===== src/rtl/sub_skid.sv =====
// ============================================================================
//  Module   : sub_skid
//  Purpose  : Two-entry valid/ready register slice (skid buffer) placed
//             directly after the `sub` inverter stage. Registers the payload
//             at full throughput and counts words delivered downstream.
//  Revision : 1.0 - initial release
// ============================================================================
`default_nettype none

module sub_skid #(
    parameter type TYPE_t = logic,
    parameter int  CNT_W  = 16
) (
    input  logic             clk,
    input  logic             reset_l,
    input  logic             in_valid,
    output logic             in_ready,
    input  TYPE_t            in,
    output logic             out_valid,
    input  logic             out_ready,
    output TYPE_t            out,
    output logic [CNT_W-1:0] xfer_count
);

    // EMPTY: nothing held; ONE: main register valid; FULL: main and skid valid
    typedef enum logic [1:0] {
        ST_EMPTY = 2'd0,
        ST_ONE   = 2'd1,
        ST_FULL  = 2'd2
    } state_t;

    localparam logic [CNT_W-1:0] CNT_ONE = {{(CNT_W-1){1'b0}}, 1'b1};

    state_t            state_q, state_d;
    TYPE_t             main_q,  main_d;
    TYPE_t             skid_q,  skid_d;
    logic [CNT_W-1:0]  cnt_q,   cnt_d;

    logic              in_fire;
    logic              out_fire;

    // Handshake outputs are pure decodes of the registered state, so neither
    // in_valid nor out_ready has a combinational path to any output.
    assign in_ready   = (state_q != ST_FULL);
    assign out_valid  = (state_q != ST_EMPTY);
    assign out        = main_q;
    assign xfer_count = cnt_q;

    assign in_fire  = in_valid  & in_ready;
    assign out_fire = out_valid & out_ready;

    // Next-state, storage-update and counter logic
    always_comb begin
        state_d = state_q;
        main_d  = main_q;
        skid_d  = skid_q;
        cnt_d   = cnt_q;

        if (out_fire) begin
            cnt_d = cnt_q + CNT_ONE;
        end

        case (state_q)
            ST_EMPTY: begin
                if (in_fire) begin
                    main_d  = in;
                    state_d = ST_ONE;
                end
            end
            ST_ONE: begin
                if (in_fire && out_fire) begin
                    // Full-throughput case: replace the departing word
                    main_d = in;
                end else if (in_fire) begin
                    // Consumer stalled: park the new word behind main
                    skid_d  = in;
                    state_d = ST_FULL;
                end else if (out_fire) begin
                    // main keeps its stale value; out_valid drops instead
                    state_d = ST_EMPTY;
                end
            end
            ST_FULL: begin
                // in_ready is low here, so no write can occur
                if (out_fire) begin
                    main_d  = skid_q;
                    state_d = ST_ONE;
                end
            end
            default: begin
                state_d = ST_EMPTY;
            end
        endcase
    end

    // State and storage registers; reset discards any held words
    always_ff @(posedge clk or negedge reset_l) begin
        if (!reset_l) begin
            state_q <= ST_EMPTY;
            main_q  <= '0;
            skid_q  <= '0;
            cnt_q   <= '0;
        end else begin
            state_q <= state_d;
            main_q  <= main_d;
            skid_q  <= skid_d;
            cnt_q   <= cnt_d;
        end
    end

endmodule

`default_nettype wire


===== config.mk =====
export PLATFORM = sky130hd
export DESIGN_NAME = sub_skid
export DESIGN_NICKNAME = d
export VERILOG_FILES = /design/src/rtl/sub_skid.sv
export SDC_FILE = /design/constraint.sdc
export NUM_CORES = 1
export LEC_CHECK = 0
export CAP_MARGIN = 10
export CORE_ASPECT_RATIO = 1.1
export CORE_MARGIN = 2
export CORE_UTILIZATION = 46
export CTS_CLUSTER_SIZE = 12
export DETAILED_ROUTE_END_ITERATION = 8
export PLACE_DENSITY = 0.79
export SLEW_MARGIN = 20
export SYNTH_ARGS = -nofsm -noshare
export SYNTH_HDL_FRONTEND = slang
export SYNTH_SLANG_ARGS = --single-unit

===== constraint.sdc =====
create_clock -name clk -period 1.4 [get_ports clk]
set_input_delay 0.21 -clock clk [delete_from_list [all_inputs] [get_ports clk]]
set_output_delay 0.21 -clock clk [all_outputs]
set_load 0.05 [all_outputs]

## Word level (Yosys, flattened, before mapping)

Index checks and enable logic that the tools add are counted.

| storage, ports and cells | value |
|---|---|
| register bits | 20 |
| input port bits | 5 |
| output and inout bits | 19 |
| word-level logic and storage cells | 33 |

| operators by class | value |
|---|---|
| add/subtract/negate cells | 1 |
| equal/unequal tests | 8 |
| mux-type cells | 10 |
| bitwise logic cells | 3 |
| reduce and logical (&&, ||, !) cells | 7 |

Operator list:

| operator | number |
|---|---|
| 16-bit by 1-bit adder with 16-bit output, second input constant | 1 |
| 2-bit 2-to-1 mux | 5 |
| 2-bit != test, second input constant | 5 |
| 4-bit AND reduction | 2 |
| 2-bit one-hot mux with 3 select lines | 1 |
| 1-bit 2-to-1 mux | 3 |
| 3-bit != test, second input constant | 1 |
| 1-bit one-hot mux with 3 select lines | 1 |
| 3-bit AND reduction | 1 |
| 3-bit nonzero test | 1 |
| 1-bit AND | 2 |
| 2-bit by 1-bit equality test with 1-bit output, second input constant | 1 |
| 2-bit equality test, second input constant | 1 |
| 2-bit zero test | 1 |
| 2-bit nonzero test | 1 |
| 1-bit logical AND | 1 |
| 1-bit NOT | 1 |

## Logic depth before layout (Yosys ltp)

| logic depth | value |
|---|---|
| word-level depth | 6 |
| gate-level depth with buffers | 5 |
| depth with buffers taken out | 5 |

## Worst setup path before layout

Ideal clock, no wire load.

| path | value |
|---|---|
| kind | reg-to-reg |
| from | register cnt_q[0] (netlist: xfer_count[0]) |
| to | register cnt_q[10] (netlist: xfer_count[10]) |
| setup time | 0.142 ns |
| data arrival time | 1.561 ns |
| required time | 1.258 ns |
| setup slack | -0.302 ns |
| stages on the path, launching flop included | 6 |
| buffers on the path | 0 |
| clock period less this slack | 1.702 ns |
| path through | dfrtp_1 > ha_1 > nand3_1 > nor4_2 > nand2_1 > xnor2_1 |

| between the ends | value |
|---|---|
| word-level cells in the longest chain between the ends | 1 |

RTL lines:

| element | RTL line | RTL |
|---|---|---|
| start: declaration | 37 | `logic [CNT_W-1:0] cnt_q, cnt_d;` |
| start signal: assignment | 107 | `cnt_q <= cnt_d;` |
| 16-bit by 1-bit adder with 16-bit output | 60 | `cnt_d = cnt_q + CNT_ONE;` |

Every way passes these cells.
A chain may end at the register's enable or synchronous reset.

## Final worst setup path

| path | value |
|---|---|
| from | input out_ready |
| to | register cnt_q[15] (netlist: xfer_count[15]) |

| between the ends | value |
|---|---|
| word-level cells in the longest chain between the ends | 1 |

RTL lines:

| element | RTL line | RTL |
|---|---|---|
| start: declaration | 20 | `input logic out_ready,` |
| 1-bit AND | 50 | `assign out_fire = out_valid & out_ready;` |

Every way passes these cells.

==> flow_summary.ini <==
[critical_path]
path_class = in -> reg
cp_max_fo = 5
worstPathArrival_ns = 1.67
timing.rr.start = xfer_count[4]$_DFFE_PN0P_
setup.worst_path.start = out_ready
required_ns = 1.60
start_kind = input pin
end_kind = register

[cells_and_area]
nNetsFinal = 131
final_common_cell = buf_12
drive_gt1_share_pct = 53.2
antenna_cells = 0
fin_cells = 151
final_cell_mix = 18 x buf_12, 16 x buf_4, 12 x xnor2_1
fillers = 77
area.growth.synth_to_final_pct = 74.7

[synthesis]
synth_cell_types = 22
synthCells = 80
synth_nets = 86
synth_area_leader_cell = dfrtp_1
yosys_warnings = 0
synth_top_area_share_pct = 54.7
ys_ff_latch = 20
syn_avg_cell_area_um2 = 11.4
synth_area_leaders = dfrtp_1 55%, xnor2_1 11%, nand2_1 4.9%
syn-cell-area_um2 = 915
yosysSeqAreaShare_pct = 54.7

[clock_network]
worst_skew_pair.late_latency_ns = 0.31
hold_buffers = 0
cts.path.max_buffers = 2
cts_sinks = 20
numCtsBuffers = 3
cts.htree.levels = 1
ctsRootBufferMaster = clkbuf_4
cts_tree = yes
clkTransAtPathRegs_ns = 0.11

[timing]
setup_ws_ns = -0.0715
max_freq_ghz = 0.680
worst_slew_pin_slew_ns = 0.361
skew_ns = 0.00435
period_minus_slack_ns = 1.47
hold_violations = 0
rsz0062_at_grt = true
setup_tns_ns = -0.235
finalSetupViolations = 6
maxSlewViolCount = 0
max_slew_margin_pct = 75.7
period_share_pct = 105

[routing]
wire_per_inst_um = 16.4
drc = 0
ant_nets = 0
drt_iter0_drc = 14
via_per_inst = 5.25
vias = 792
firstDrtPassIters = 4
wirelength_mm = 2.47

[outcome]
outcome = complete, but fails checks
violations = setup timing

[grt]
grt_pass1_wl_mm = 3.49
first_global_vias = 749
antenna_found_initial = 0
grt_max_degree = 21
gr-usage-all-layers_pct = 21.8
grt_overflow_total = 0

[hold_path]
hp-class = in -> async

[floorplan]
core_area_um2 = 1820
die_x_um = 46.5
dieArea_um2 = 2360
die_height_um = 50.8
top_level_ports = 24
start_util_pct = 50.2
rows = 16

[place]
place_inst = 144
place.gp.congestion = 0.781
port_buffers = 23
hpwl_mm = 1.63
post-place-ws_ns = -0.268

[power_and_ir_drop]
power.density_nw_per_um2 = 1480
ir_drop_mv = 1.66
p_total_w = 0.00237
power_leakage_nw = 0.701

[flow_run]
cap_violations = 0
[timing repair]
action                                  CTS  global route
endpoints found under the setup margin    9            13
resized for setup                         3             9
pin swaps                                 0             4
buffers inserted                          1             2
[flip-flops by register name, indices dropped and copies added, names as in the netlist]
signal      flops
skid_q          1
out             1
state_q         2
xfer_count     16
[per-layer routing]
| layer | vias to the layer above | global-route usage [%] | routed length, um |
|---|---|---|---|
| met5 | - | 0 | 0 |
| met4 | 0 | 8.57 | 27 |
| met3 | 3 | 7.91 | 97 |
| met2 | 21 | 36.1 | 1370 |
| met1 | 407 | 24.7 | 974 |
| li1 | 361 | - | - |
[cell families after synthesis]
| group | share of synthesized area [%] |
|---|---|
| multiplexers | 4.79 |
| XOR/XNOR | 14.4 |
| AND/OR/NAND/NOR | 20.5 |
| adder cells (fa/ha/maj) | 1.37 |
| AO/OA/AOI/OAI | 3.42 |
| flip-flops | 54.7 |
| buffers and inverters | 0.821 |
[worst max-delay path: stages]
cell	delay [ns]
clkdlybuf4s50_1	0.59
o21ai_4	0.14
nor4_4	0.40
nand3_1	0.16
xnor2_1	0.16
[final cells by class]
cell class | instances | area, um^2 | share of cell area, %
Tap cell | 27 | 33.8 | 2.11
Sequential cell | 20 | 514 | 32.2
Inverter | 2 | 7.51 | 0.470
Multi-Input combinational cell | 58 | 463 | 29.0
Timing Repair Buffer | 40 | 543 | 34.0
Clock buffer | 4 | 36.3 | 2.27
[Yosys cell counts]
library cell,number
dfrtp_1,20
nand2_1,12
xnor2_1,12
nand3_1,4
mux2_2,3
nand4_1,3
nor2_1,3
nor2b_1,3
xor2_1,3
a21oi_1,2
and3_1,2
inv_1,2
or2_2,2
a31oi_1,1
and2_1,1
and4_1,1
ha_1,1
mux2i_1,1
nor4_2,1
nor4_4,1
o21ai_2,1
o22ai_1,1
[where the power goes]
part	switching, W	internal (W)	total [W]
Sequential	0.000151	0.000698	0.000849
Combinational	0.000592	0.000589	0.00118
Clock	0.000178	0.000159	0.000337
[worst paths after layout]
check / end / slack, ns / depth (start not counted)
max: xfer_count[15]$_DFFE_PN0P_ / -0.07 / 5
min: xfer_count[4]$_DFFE_PN0P_ / 0.23 / 2
min in group clk: skid_q$_DFFE_PN0P_ / 0.53 / 1
max in group asynchronous: xfer_count[2]$_DFFE_PN0P_ / 0.94 / 2
min reg2reg: skid_q$_DFFE_PN0P_ / 0.53 / 1
max reg2reg: xfer_count[15]$_DFFE_PN0P_ / -0.06 / 4
[metrics by stage]
step / cell area [um^2] / util, % / hold slack, ns
after floorplan: 951 / - / -0.0856
after global placement: 1500 / 82.2 / 0.487
after detailed placement: 1500 / 82.2 / 0.493
after CTS: 1550 / 85.0 / 0.228
after global routing: 1600 / 87.7 / 0.233
final: 1600 / 87.7 / 0.231
Power figures use the tool's default switching activity.
